[config.mk]
export PLATFORM = sky130hd
export DESIGN_NAME = tone_gen
export DESIGN_NICKNAME = d
export VERILOG_FILES = /design/src/rtl/tone_gen.sv
export SDC_FILE = /design/constraint.sdc
export NUM_CORES = 1
export LEC_CHECK = 0
export CAP_MARGIN = 20
export CORE_AREA = 2 2 115 117
export DETAILED_ROUTE_END_ITERATION = 8
export DIE_AREA = 0 0 117 119
export DONT_BUFFER_PORTS = 1
export PLACE_DENSITY = 0.59
export SETUP_SLACK_MARGIN = 0.2
export SYNTH_ARGS = -nofsm -noshare
export SYNTH_HDL_FRONTEND = slang
export SYNTH_SLANG_ARGS = --single-unit
[constraint.sdc]
create_clock -name clk -period 4.3 [get_ports clk]
set_input_delay 0.43 -clock clk [delete_from_list [all_inputs] [get_ports clk]]
set_output_delay 0.43 -clock clk [all_outputs]
set_load 0.1 [all_outputs]
[src/rtl/tone_gen.sv]
// Square-wave tone generator: plays one note of a given half-period and length
// in milliseconds, optionally followed by a silent gap, with a start/busy/done handshake.
module tone_gen #(
  parameter int CLK_HZ = 100_000_000,
  parameter int CNT_W  = 18,
  parameter int DUR_W  = 16,
  parameter int GAP_MS = 0
) (
  input  logic             clk,
  input  logic             rst,
  input  logic             start,
  input  logic             stop,
  input  logic [CNT_W-1:0] half_period,
  input  logic [DUR_W-1:0] dur_ms,
  output logic             tone,
  output logic             busy,
  output logic             done
);

  localparam int MS_DIV = CLK_HZ / 1000;
  localparam int PC_W   = (MS_DIV > 1) ? $clog2(MS_DIV) : 1;
  localparam logic [PC_W-1:0]  PC_LAST  = PC_W'(MS_DIV - 1);
  localparam logic [DUR_W-1:0] GAP_LAST = DUR_W'((GAP_MS > 0) ? GAP_MS - 1 : 0);

  localparam logic [1:0] S_IDLE = 2'd0;
  localparam logic [1:0] S_PLAY = 2'd1;
  localparam logic [1:0] S_GAP  = 2'd2;

  logic [1:0]       state;
  logic [CNT_W-1:0] hp_q;
  logic [CNT_W-1:0] hc;
  logic [DUR_W-1:0] dur_q;
  logic [DUR_W-1:0] mc;
  logic [PC_W-1:0]  pc;
  logic             ms_tick;
  logic             play_end;
  logic             gap_end;

  // Phases end on the last prescaler cycle of the last millisecond, so mc never
  // has to hold dur_ms itself and the maximum duration cannot wrap.
  assign ms_tick  = (pc == PC_LAST);
  assign play_end = ms_tick && (mc == dur_q - DUR_W'(1));
  assign gap_end  = ms_tick && (mc == GAP_LAST);

  always_ff @(posedge clk) begin
    if (rst) begin
      state <= S_IDLE;
      hp_q  <= '0;
      dur_q <= '0;
      hc    <= '0;
      mc    <= '0;
      pc    <= '0;
      tone  <= 1'b0;
      busy  <= 1'b0;
      done  <= 1'b0;
    end else begin
      done <= 1'b0;
      case (state)
        S_IDLE: begin
          if (start && !stop) begin
            hp_q  <= half_period;
            dur_q <= dur_ms;
            hc    <= '0;
            pc    <= '0;
            mc    <= '0;
            tone  <= 1'b0;
            if (dur_ms != '0) begin
              state <= S_PLAY;
              busy  <= 1'b1;
            end else if (GAP_MS != 0) begin
              state <= S_GAP;
              busy  <= 1'b1;
            end else begin
              done <= 1'b1;
            end
          end
        end

        S_PLAY: begin
          if (stop) begin
            state <= S_IDLE;
            busy  <= 1'b0;
            tone  <= 1'b0;
            hc    <= '0;
            pc    <= '0;
            mc    <= '0;
          end else begin
            if (hp_q != '0) begin
              if (hc == hp_q - CNT_W'(1)) begin
                hc   <= '0;
                tone <= ~tone;
              end else begin
                hc <= hc + CNT_W'(1);
              end
            end
            if (ms_tick) begin
              pc <= '0;
              mc <= mc + DUR_W'(1);
            end else begin
              pc <= pc + PC_W'(1);
            end
            // Later assignments here override the counter and toggle updates above.
            if (play_end) begin
              pc   <= '0;
              mc   <= '0;
              hc   <= '0;
              tone <= 1'b0;
              if (GAP_MS != 0) begin
                state <= S_GAP;
              end else begin
                state <= S_IDLE;
                busy  <= 1'b0;
                done  <= 1'b1;
              end
            end
          end
        end

        S_GAP: begin
          tone <= 1'b0;
          if (stop) begin
            state <= S_IDLE;
            busy  <= 1'b0;
            pc    <= '0;
            mc    <= '0;
          end else if (gap_end) begin
            state <= S_IDLE;
            busy  <= 1'b0;
            done  <= 1'b1;
            pc    <= '0;
            mc    <= '0;
          end else if (ms_tick) begin
            pc <= '0;
            mc <= mc + DUR_W'(1);
          end else begin
            pc <= pc + PC_W'(1);
          end
        end

        default: begin
          state <= S_IDLE;
          busy  <= 1'b0;
          tone  <= 1'b0;
        end
      endcase
    end
  end

endmodule

==> run_summary.xml, run 1 <==
<?xml version="1.0" encoding="UTF-8"?>
<metrics>
  <group name="synth">
    <metric name="synth_flop_cell" unit="">dfxtp_1</metric>
    <metric name="synth-seq-area-share" unit="%">35.3</metric>
    <metric name="async_sr_flop_fraction" unit="%">0</metric>
    <metric name="post_synth_design_cell_area" unit="um^2">4990</metric>
    <metric name="synth-seq-cells" unit="">88</metric>
    <metric name="synth.distinct_cells" unit="">56</metric>
    <metric name="number_of_synthesized_flops_with_an_enable_pin" unit="">0</metric>
    <metric name="synth_top_cells_by_count" unit="">101 x nand2_1, 88 x dfxtp_1, 56 x nor2_1, 55 x xnor2_1, 47 x a21oi_1</metric>
    <metric name="synthMostInstantiatedCell" unit="">nand2_1</metric>
    <metric name="synthCells" unit="">629</metric>
    <metric name="netlist.area_leader.share" unit="%">35.3</metric>
    <metric name="synth_fp_nets" unit="">672</metric>
    <metric name="syn_avg_cell_area" unit="um^2">7.93</metric>
    <metric name="yosysWarnings" unit="">0</metric>
    <metric name="yosys.area.top_type" unit="">dfxtp_1</metric>
    <metric name="yosys-top-cells-area" unit="">dfxtp_1 35%, xnor2_1 9.7%, nand2_1 7.6%</metric>
  </group>
  <group name="drt">
    <metric name="detail_route.wl_per_cell" unit="um">15.3</metric>
    <metric name="first_iter_violations" unit="">322</metric>
    <metric name="total_vias_in_the_final_route" unit="">4354</metric>
    <metric name="antenna_violating_nets_post_route" unit="">0</metric>
    <metric name="drt-total-wl" unit="mm">12.2</metric>
    <metric name="drtPass1Iterations" unit="">5</metric>
    <metric name="detail_route.drc_violations" unit="">0</metric>
    <metric name="detail_route.vias_per_cell" unit="">5.48</metric>
  </group>
  <group name="critical_path">
    <metric name="crit_path_end_kind" unit="">register</metric>
    <metric name="reg2reg_setup_slack" unit="ps">750</metric>
    <metric name="critPathKind" unit="">reg -&gt; reg</metric>
    <metric name="timing.critical_path.from_type" unit="">register</metric>
    <metric name="critical_path_required" unit="ps">4500</metric>
    <metric name="critical_path_peak_fanout" unit="">18</metric>
    <metric name="critPathArrivalTime" unit="ps">3740</metric>
  </group>
  <group name="floorplanning">
    <metric name="ios" unit="">41</metric>
    <metric name="die_h" unit="um">119</metric>
    <metric name="design.die.area" unit="um^2">13900</metric>
    <metric name="die_w" unit="um">117</metric>
    <metric name="placementRows" unit="">42</metric>
    <metric name="area_of_the_core" unit="um^2">12900</metric>
    <metric name="starting_density" unit="%">38.7</metric>
  </group>
  <group name="clock_network">
    <metric name="cts.path.max_buffers" unit="">2</metric>
    <metric name="cts_tree" unit="">built</metric>
    <metric name="numCtsBuffers" unit="">9</metric>
    <metric name="cts_post_setup_buffers_inserted" unit="">0</metric>
    <metric name="cts_resized" unit="">0</metric>
    <metric name="total_number_of_clock_tree_sinks" unit="">88</metric>
    <metric name="cts.hold.buffers_added" unit="">0</metric>
    <metric name="path_clk_slew" unit="ps">60</metric>
    <metric name="cts_root_buffer" unit="">clkbuf_16</metric>
    <metric name="cts_max_level" unit="">3</metric>
    <metric name="clock_network_latency_to_the_later_pin_of_the_worst_skew_pair" unit="ps">340</metric>
  </group>
  <group name="final_layout">
    <metric name="n_antenna_cell" unit="">0</metric>
    <metric name="finish.net_count" unit="">658</metric>
    <metric name="layout-area-overhead-vs-synth" unit="%">7.70</metric>
    <metric name="layout.filler_cells" unit="">1318</metric>
    <metric name="drive_above_1_share" unit="%">5.99</metric>
  </group>
  <group name="flow_run">
    <metric name="max_cap_viol_count" unit="">0</metric>
  </group>
  <group name="placed_design">
    <metric name="place_ws" unit="ps">823</metric>
    <metric name="port_buffers" unit="">0</metric>
    <metric name="finalWeightedCongestion" unit="">0.869</metric>
    <metric name="post-dp-hpwl" unit="mm">8.98</metric>
  </group>
  <group name="timing">
    <metric name="hold_viol_final" unit="">0</metric>
    <metric name="clock-skew-final" unit="ps">5.57</metric>
    <metric name="post-route-period-util" unit="%">82.5</metric>
    <metric name="tightest_slew" unit="ps">1040</metric>
    <metric name="finish_stage_setup_viols" unit="">0</metric>
    <metric name="fmaxAchievable" unit="MHz">282</metric>
    <metric name="final_critical_path_setup_slack" unit="ps">753</metric>
    <metric name="final-max-slew-violation-count" unit="">0</metric>
    <metric name="layout_min_cycle_time" unit="ps">3550</metric>
    <metric name="slew-limit-headroom" unit="%">30.5</metric>
    <metric name="grt_setup_unrepaired" unit="">no</metric>
    <metric name="setup_tns" unit="ps">0</metric>
  </group>
  <group name="status">
    <metric name="outcome" unit="">completed</metric>
  </group>
  <group name="grt">
    <metric name="globalRoute.totalOverflow" unit="">0</metric>
    <metric name="track_usage" unit="%">18.4</metric>
    <metric name="grt_antenna_before_repair" unit="">0</metric>
    <metric name="wire_length_of_the_first_global_routing_pass" unit="mm">20.2</metric>
    <metric name="pin_count_of_the_biggest_net_entering_global_routing" unit="">63</metric>
    <metric name="first_global_vias" unit="">4178</metric>
  </group>
  <group name="min_path">
    <metric name="timing.hold.worst.class" unit="">in -&gt; reg</metric>
  </group>
  <group name="pwr">
    <metric name="peakVddDrop" unit="uV">201</metric>
    <metric name="leakagePower" unit="nW">1.78</metric>
    <metric name="pwr_density_cell" unit="nW/um^2">332</metric>
  </group>
</metrics>
==> cells by family (layout without fill, tap and decap cells) <==
group	Yosys count	in the layout	synth area share [%]
AOI/OAI and AO/OA	107	107	13.6
buffers and inverters	46	35	3.91
and+or+nand+nor	297	297	30.7
muxes	4	4	0.803
adders and majority gates	5	5	1.25
DFF	88	88	35.3
xor gates and xnor gates	82	82	14.4
==> cells in the final DEF (no fill, tap or decap), drive strengths merged, types with 2 or more instances in the layout <==
| cell type | count |
|---|---|
| nor2b | 3 |
| nand2b | 8 |
| clkbuf | 13 |
| a211oi | 15 |
| and2 | 5 |
| inv | 15 |
| or3 | 5 |
| xor2 | 27 |
| a31oi | 11 |
| nor4b | 4 |
| nand2 | 101 |
| nor4bb | 2 |
| or2 | 4 |
| and4 | 6 |
| nor2 | 56 |
| o21ai | 12 |
| or4 | 7 |
| nor3b | 4 |
| nand3 | 28 |
| o211ai | 5 |
| dfxtp | 88 |
| nand3b | 3 |
| o2111ai | 2 |
| nand4b | 2 |
| buf | 6 |
| nand4 | 7 |
| nor3 | 28 |
| nor4 | 12 |
| ha | 5 |
| and3 | 9 |
| mux2i | 4 |
| xnor2 | 55 |
| a41oi | 3 |
| a21oi | 48 |
==> where the power goes <==
| group | internal, W | total [W] | switching [W] |
|---|---|---|---|
| Sequential | 0.000834 | 0.000863 | 0.0000289 |
| Clock | 0.000400 | 0.000698 | 0.000297 |
| Combinational | 0.0000926 | 0.000223 | 0.000131 |
| Total | 0.00133 | 0.00178 | 0.000457 |
==> path summary, 6_finish.rpt <==
kind                                             from                     to  cells after the start
worst max-delay path            dur_q[0]$_SDFFE_PP0P_     hc[2]$_SDFFE_PP0P_                     11
worst min register to register  hp_q[13]$_SDFFE_PP0P_  hp_q[13]$_SDFFE_PP0P_                      2
worst max register to register  dur_q[0]$_SDFFE_PP0P_     hc[2]$_SDFFE_PP0P_                     11
worst min-delay path                              rst    hc[11]$_SDFFE_PP0P_                      1
==> registers in the layout, indices dropped and copies added (netlist names) <==
| signal | count |
|---|---|
| hc | 18 |
| hp_q | 18 |
| pc | 17 |
| dur_q | 16 |
| mc | 16 |
| busy | 1 |
| done | 1 |
| tone | 1 |
==> critical path, stage by stage, from the launching register on <==
cell and delay (ps):
dfxtp_1 340, inv_1 70, ha_1 210, nor3b_1 510
nand4b_1 320, or3b_1 430, a31oi_1 210, o2111ai_1 150
buf_4 220, and2_1 260, a21oi_4 560, nor3_1 120
==> per-stage QoR <==
stage / hold WS, ps / utilization (%) / cells / total power (W) / instance area [um^2]
global placement: 454 / 39.7 / 780 / 0.00110 / 5120
finish: 157 / 41.7 / 794 / 0.00178 / 5370
detailed placement: 467 / 39.7 / 780 / 0.00110 / 5120
global route: 145 / 41.7 / 794 / 0.00187 / 5370
CTS: 154 / 41.7 / 794 / 0.00181 / 5370
floorplan: 450 / - / 629 / 0.00107 / 4990
==> area by class of cell <==
type / instances / area (um^2) / share of cell area [%]
tap: 176 / 220 / 4.10
inverter: 15 / 56.3 / 1.05
multi-input combinational: 495 / 3030 / 56.5
sequential: 88 / 1760 / 32.8
clock inverter: 1 / 5.00 / 0.0932
clock buffer: 13 / 250 / 4.66
timing repair buffer: 6 / 45.0 / 0.839
==> layer usage <==
layer  up-vias  global-route usage (%)  share of wire (%)
li1       2180                       -                  -
met1      2066                    25.7                 49
met2        90                    28.8                 46
met3        18                    2.65                4.0
met4         0                    6.62                1.6
met5         -                       0                  0
Power figures use the tool's default switching activity.
==> run 2: changes to the inputs <==
Clock period 4.3 ns to 3.65 ns, I/O delays scaled along.
==> run 2 against run 1 <==
Against the previous run: utilization rose by 0.68 points; clock-buffer cell count fell by 2; clock power rose by 38%; critical path depth fell by 2; non-clock buffer count rose by 2; register-to-register slack got worse by 350 ps; largest cell class unchanged; largest power group unchanged.
==> run_summary.xml, run 2 (same netlist as run 1, synthesis figures left out) <==
<?xml version="1.0" encoding="UTF-8"?>
<metrics>
  <group name="drt">
    <metric name="antenna_violating_nets_post_route" unit="">0</metric>
    <metric name="total_vias_in_the_final_route" unit="">4259</metric>
    <metric name="drt-total-wl" unit="mm">12.0</metric>
    <metric name="detail_route.wl_per_cell" unit="um">15.0</metric>
    <metric name="detail_route.drc_violations" unit="">0</metric>
    <metric name="first_iter_violations" unit="">361</metric>
    <metric name="detail_route.vias_per_cell" unit="">5.34</metric>
    <metric name="drtPass1Iterations" unit="">5</metric>
  </group>
  <group name="grt">
    <metric name="track_usage" unit="%">17.9</metric>
    <metric name="first_global_vias" unit="">4026</metric>
    <metric name="grt_antenna_before_repair" unit="">0</metric>
    <metric name="pin_count_of_the_biggest_net_entering_global_routing" unit="">63</metric>
    <metric name="globalRoute.totalOverflow" unit="">0</metric>
    <metric name="wire_length_of_the_first_global_routing_pass" unit="mm">19.7</metric>
  </group>
  <group name="final_layout">
    <metric name="layout.cells.most_common" unit="">nand2_1</metric>
    <metric name="layout.cells.most_common_list" unit="">101 x nand2_1, 88 x dfxtp_1, 55 x nor2_1, 55 x xnor2_1, 47 x a21oi_1</metric>
    <metric name="reg_top3" unit="">hc x18, hp_q x18, pc x17</metric>
    <metric name="drive_above_1_share" unit="%">7.23</metric>
    <metric name="layout-area-overhead-vs-synth" unit="%">9.46</metric>
    <metric name="multiInputGateArea" unit="um^2">3040</metric>
    <metric name="n_antenna_cell" unit="">0</metric>
    <metric name="layout.filler_cells" unit="">1261</metric>
    <metric name="fin_cells" unit="">798</metric>
    <metric name="area.sequential" unit="um^2">1760</metric>
    <metric name="finish.net_count" unit="">660</metric>
  </group>
  <group name="critical_path">
    <metric name="crit_path_end_kind" unit="">register</metric>
    <metric name="reg2reg_setup_slack" unit="ps">410</metric>
    <metric name="critPathKind" unit="">reg -&gt; reg</metric>
    <metric name="timing.critical_path.from_type" unit="">register</metric>
    <metric name="critPathArrivalTime" unit="ps">3470</metric>
    <metric name="critical_path_peak_fanout" unit="">18</metric>
    <metric name="critical_path_required" unit="ps">3870</metric>
  </group>
  <group name="clock_network">
    <metric name="cts_max_level" unit="">3</metric>
    <metric name="cts_tree" unit="">built</metric>
    <metric name="total_number_of_clock_tree_sinks" unit="">88</metric>
    <metric name="cts.hold.buffers_added" unit="">0</metric>
    <metric name="cts.path.max_buffers" unit="">2</metric>
    <metric name="cts_root_buffer" unit="">clkbuf_16</metric>
    <metric name="numCtsBuffers" unit="">9</metric>
    <metric name="path_clk_slew" unit="ps">70</metric>
    <metric name="clock_network_latency_to_the_later_pin_of_the_worst_skew_pair" unit="ps">340</metric>
  </group>
  <group name="floorplanning">
    <metric name="die_w" unit="um">117</metric>
    <metric name="die_h" unit="um">119</metric>
    <metric name="area_of_the_core" unit="um^2">12900</metric>
    <metric name="design.die.area" unit="um^2">13900</metric>
    <metric name="placementRows" unit="">42</metric>
    <metric name="starting_density" unit="%">38.7</metric>
    <metric name="ios" unit="">41</metric>
  </group>
  <group name="placed_design">
    <metric name="finalWeightedCongestion" unit="">0.863</metric>
    <metric name="port_buffers" unit="">0</metric>
    <metric name="place_inst" unit="">782</metric>
    <metric name="post-dp-hpwl" unit="mm">9.02</metric>
  </group>
  <group name="timing">
    <metric name="setup_tns" unit="ps">0</metric>
    <metric name="clock-skew-final" unit="ps">7.84</metric>
    <metric name="tightest_slew" unit="ps">1050</metric>
    <metric name="finish_stage_setup_viols" unit="">0</metric>
    <metric name="fmaxAchievable" unit="MHz">308</metric>
    <metric name="hold_viol_final" unit="">0</metric>
    <metric name="final-max-slew-violation-count" unit="">0</metric>
    <metric name="grt_setup_unrepaired" unit="">no</metric>
    <metric name="slew-limit-headroom" unit="%">29.7</metric>
    <metric name="post-route-period-util" unit="%">88.9</metric>
    <metric name="layout_min_cycle_time" unit="ps">3240</metric>
  </group>
  <group name="status">
    <metric name="outcome" unit="">completed</metric>
  </group>
  <group name="pwr">
    <metric name="peakVddDrop" unit="uV">247</metric>
    <metric name="pwr_density_cell" unit="nW/um^2">412</metric>
    <metric name="power" unit="W">0.00225</metric>
    <metric name="leakagePower" unit="nW">1.82</metric>
  </group>
  <group name="flow_run">
    <metric name="max_cap_viol_count" unit="">0</metric>
  </group>
  <group name="min_path">
    <metric name="timing.hold.worst.class" unit="">in -&gt; reg</metric>
  </group>
</metrics>
[run 2: critical path, cell delays in order (launching register included)]
cell and delay (ps):
dfxtp_1 370, or4_1 690, nor2_1 320, nand2_1 110, xnor2_1 140, or4_1 390
or4_4 570, a21oi_4 150, buf_4 270, nor3_1 90
[run 2: timing repair]
item,CTS,global route
setup endpoints to repair,0,32
buffers inserted,0,0
resized for setup,0,2
[run 2: cell type report]
cell class / count / share of cell area, %
repair buffers: 8 / 1.10
clock inverters: 5 / 1.17
flip-flops and latches: 88 / 32.3
multi-input cells: 495 / 55.8
clock buffers: 11 / 4.63
well taps: 176 / 4.03
inverters: 15 / 1.03
[run 2: path summary, 6_finish.rpt]
| kind | start | endpoint | cells after the start |
|---|---|---|---|
| worst min register to register | dur_q[15]$_SDFFE_PP0P_ | dur_q[15]$_SDFFE_PP0P_ | 2 |
| worst max register to register | hp_q[3]$_SDFFE_PP0P_ | hc[0]$_SDFFE_PP0P_ | 9 |
| worst min-delay path | rst | hc[16]$_SDFFE_PP0P_ | 1 |
| worst max-delay path | hp_q[3]$_SDFFE_PP0P_ | hc[0]$_SDFFE_PP0P_ | 9 |
[run 2: routing by layer]
metal	GRT usage [%]	up-vias	wire, um
met1	25.5	1975	5980
met3	2.75	12	473
met5	0	-	0
met4	6.03	0	176
met2	27.3	96	5370
li1	-	2176	-
[run 2: power by group]
group | leakage, nW | switching [W] | internal (W)
combinational | 0.958 | 0.000158 | 0.000112
sequential | 0.713 | 0.0000335 | 0.000982
clock | 0.152 | 0.000390 | 0.000573
total | 1.82 | 0.000582 | 0.00167
[run 2: metrics by stage]
| stage | cell area [um^2] | hold slack, ps | worst slack [ps] | util (%) |
|---|---|---|---|---|
| after floorplan | 4990 | 450 | 679 | - |
| after global placement | 5130 | 448 | 386 | 39.9 |
| after detailed placement | 5130 | 452 | 342 | 39.9 |
| after CTS | 5450 | 89.4 | 315 | 42.3 |
| after global routing | 5460 | 78.4 | 204 | 42.4 |
| final | 5460 | 93.5 | 406 | 42.4 |
==> run 3: changes to the inputs <==
Settings changed: BUFFER_PORTS_ARGS set to -buffer_cell sky130_fd_sc_hd__buf_2, DONT_BUFFER_PORTS 1 to unset, PLACE_DENSITY 0.59 to 0.61.
==> run 3 against run 2 <==
Against the previous run: total power down 1.3%; utilization grew 1.3 points; critical path type unchanged; critical endpoint is now hc[4]$_SDFFE_PP0P_; sequential power about the same; setup slack better by 17 ps.
==> run_summary.xml, run 3 (same netlist as run 1, synthesis figures left out) <==
<?xml version="1.0" encoding="UTF-8"?>
<metrics>
  <group name="status">
    <metric name="outcome" unit="">completed</metric>
  </group>
  <group name="min_path">
    <metric name="timing.hold.worst.class" unit="">in -&gt; reg</metric>
    <metric name="worstHoldPathCells" unit="">3</metric>
  </group>
  <group name="clock_network">
    <metric name="cts.hold.buffers_added" unit="">0</metric>
    <metric name="clock_network_latency_to_the_later_pin_of_the_worst_skew_pair" unit="ps">340</metric>
    <metric name="path_clk_slew" unit="ps">60</metric>
    <metric name="cts_resized" unit="">0</metric>
    <metric name="total_number_of_clock_tree_sinks" unit="">88</metric>
    <metric name="cts_tree" unit="">built</metric>
    <metric name="cts_root_buffer" unit="">clkbuf_16</metric>
    <metric name="cts.path.max_buffers" unit="">2</metric>
    <metric name="cts_post_setup_buffers_inserted" unit="">0</metric>
    <metric name="numCtsBuffers" unit="">9</metric>
    <metric name="cts_max_level" unit="">3</metric>
  </group>
  <group name="pwr">
    <metric name="power" unit="W">0.00222</metric>
    <metric name="pwr-share-seq" unit="%">45.8</metric>
    <metric name="power_switching" unit="W">0.000579</metric>
    <metric name="clkPwrFrac" unit="%">40.5</metric>
    <metric name="pwr_density_cell" unit="nW/um^2">394</metric>
    <metric name="leakagePower" unit="nW">1.97</metric>
    <metric name="peakVddDrop" unit="uV">243</metric>
    <metric name="proportion_of_total_power_due_to_net_switching" unit="%">26.1</metric>
    <metric name="pwr-share-comb" unit="%">13.7</metric>
    <metric name="cellInternalPower" unit="W">0.00164</metric>
  </group>
  <group name="timing">
    <metric name="setup_tns" unit="ps">0</metric>
    <metric name="fmaxAchievable" unit="MHz">310</metric>
    <metric name="post-route-period-util" unit="%">88.4</metric>
    <metric name="layout_min_cycle_time" unit="ps">3230</metric>
    <metric name="clock-skew-final" unit="ps">4.68</metric>
    <metric name="hold_viol_final" unit="">0</metric>
    <metric name="slew-limit-headroom" unit="%">53.1</metric>
    <metric name="final-max-slew-violation-count" unit="">0</metric>
    <metric name="finish_stage_setup_viols" unit="">0</metric>
    <metric name="grt_setup_unrepaired" unit="">no</metric>
    <metric name="tightest_slew" unit="ps">703</metric>
  </group>
  <group name="grt">
    <metric name="pin_count_of_the_biggest_net_entering_global_routing" unit="">62</metric>
    <metric name="track_usage" unit="%">17.8</metric>
    <metric name="globalRoute.totalOverflow" unit="">0</metric>
    <metric name="grt_antenna_before_repair" unit="">0</metric>
    <metric name="wire_length_of_the_first_global_routing_pass" unit="mm">19.8</metric>
    <metric name="first_global_vias" unit="">4188</metric>
  </group>
  <group name="floorplanning">
    <metric name="design.die.area" unit="um^2">13900</metric>
    <metric name="starting_density" unit="%">38.7</metric>
    <metric name="area_of_the_core" unit="um^2">12900</metric>
    <metric name="placementRows" unit="">42</metric>
    <metric name="ios" unit="">41</metric>
    <metric name="die_w" unit="um">117</metric>
    <metric name="die_h" unit="um">119</metric>
  </group>
  <group name="critical_path">
    <metric name="timing.critical_path.from_type" unit="">register</metric>
    <metric name="critical_path_required" unit="ps">3850</metric>
    <metric name="critical_path_peak_fanout" unit="">18</metric>
    <metric name="timing.reg2reg.worst_path_depth" unit="">9</metric>
    <metric name="critPathArrivalTime" unit="ps">3420</metric>
    <metric name="crit_path_end_kind" unit="">register</metric>
    <metric name="critPathKind" unit="">reg -&gt; reg</metric>
  </group>
  <group name="final_layout">
    <metric name="layout.cells.most_common" unit="">nand2_1</metric>
    <metric name="area.sequential" unit="um^2">1760</metric>
    <metric name="reg_top3" unit="">hc x18, hp_q x18, pc x17</metric>
    <metric name="layout-area-overhead-vs-synth" unit="%">12.8</metric>
    <metric name="drive_above_1_share" unit="%">12.7</metric>
    <metric name="layout.filler_cells" unit="">1309</metric>
    <metric name="finish.net_count" unit="">700</metric>
    <metric name="layout.cells.most_common_list" unit="">101 x nand2_1, 88 x dfxtp_1, 55 x xnor2_1</metric>
    <metric name="multiInputGateArea" unit="um^2">3040</metric>
    <metric name="n_antenna_cell" unit="">0</metric>
  </group>
  <group name="drt">
    <metric name="first_iter_violations" unit="">276</metric>
    <metric name="drtPass1Iterations" unit="">7</metric>
    <metric name="drt-total-wl" unit="mm">12.0</metric>
    <metric name="detail_route.wl_per_cell" unit="um">14.3</metric>
    <metric name="antenna_violating_nets_post_route" unit="">0</metric>
    <metric name="detail_route.drc_violations" unit="">0</metric>
    <metric name="total_vias_in_the_final_route" unit="">4464</metric>
    <metric name="detail_route.vias_per_cell" unit="">5.33</metric>
  </group>
  <group name="placed_design">
    <metric name="port_buffers" unit="">40</metric>
    <metric name="post-dp-hpwl" unit="mm">8.78</metric>
    <metric name="finalWeightedCongestion" unit="">0.857</metric>
  </group>
  <group name="flow_run">
    <metric name="max_cap_viol_count" unit="">0</metric>
  </group>
</metrics>
-- run 3: changes by cell type in the layout (fill, tap and decap cells not counted), sizes merged --
cell / change
buf: +40
clkbuf: +2
bufinv: -1
clkinv: -1
inv: -1
-- run 3: final timing paths --
check                                            from                     to  slack, ps
worst max-delay path             hp_q[2]$_SDFFE_PP0P_     hc[4]$_SDFFE_PP0P_        420
worst min-delay path                   half_period[9]   hp_q[9]$_SDFFE_PP0P_        260
worst max register to register   hp_q[2]$_SDFFE_PP0P_     hc[4]$_SDFFE_PP0P_        420
worst min register to register  hp_q[17]$_SDFFE_PP0P_  hp_q[17]$_SDFFE_PP0P_        490
-- run 3: stage by stage --
stage                     util [%]  setup WS [ps]  hold slack (ps)  cells  area [um^2]
after global routing          43.7            244              267    837         5630
final                         43.7            423              257    837         5630
after floorplan                  -            679              450    629         4990
after CTS                     43.7            386              247    837         5620
after detailed placement      41.4            405              477    822         5330
after global placement        41.4            488              473    822         5330
-- run 3: cell type report --
| cell class | count | area share [%] |
|---|---|---|
| Inverter | 15 | 1.00 |
| Tap cell | 176 | 3.91 |
| Sequential cell | 88 | 31.3 |
| Clock inverter | 2 | 0.222 |
| Timing Repair Buffer | 48 | 4.63 |
| Clock buffer | 13 | 4.98 |
| Multi-Input combinational cell | 495 | 53.9 |
-- run 3: layer usage --
layer  wire (um)  part of all wire, %  track usage, %
met5           0                    0               0
met2        5380                   45            27.7
met3         358                  3.0            2.65
met4         238                  2.0            7.50
met1        6000                   50            24.5
-- run 3: power by group through the flow --
stage	Clock [W]	Combinational, W	Sequential (W)
after detailed placement	0	0.000301	0.00104
after CTS	0.000922	0.000303	0.00102
after global placement	0	0.000296	0.00104
after floorplan	0	0.000227	0.00103
final	0.000898	0.000304	0.00102
after global routing	0.000959	0.000339	0.00102
-- run 3: worst max-delay path, stage by stage, from the launching register on --
cell	delay [ps]
dfxtp_1	360
or4_1	730
nor2_2	240
nand2_1	90
xnor2_1	150
or4_1	420
or4_4	570
a21oi_4	160
buf_4	280
nor3_1	90
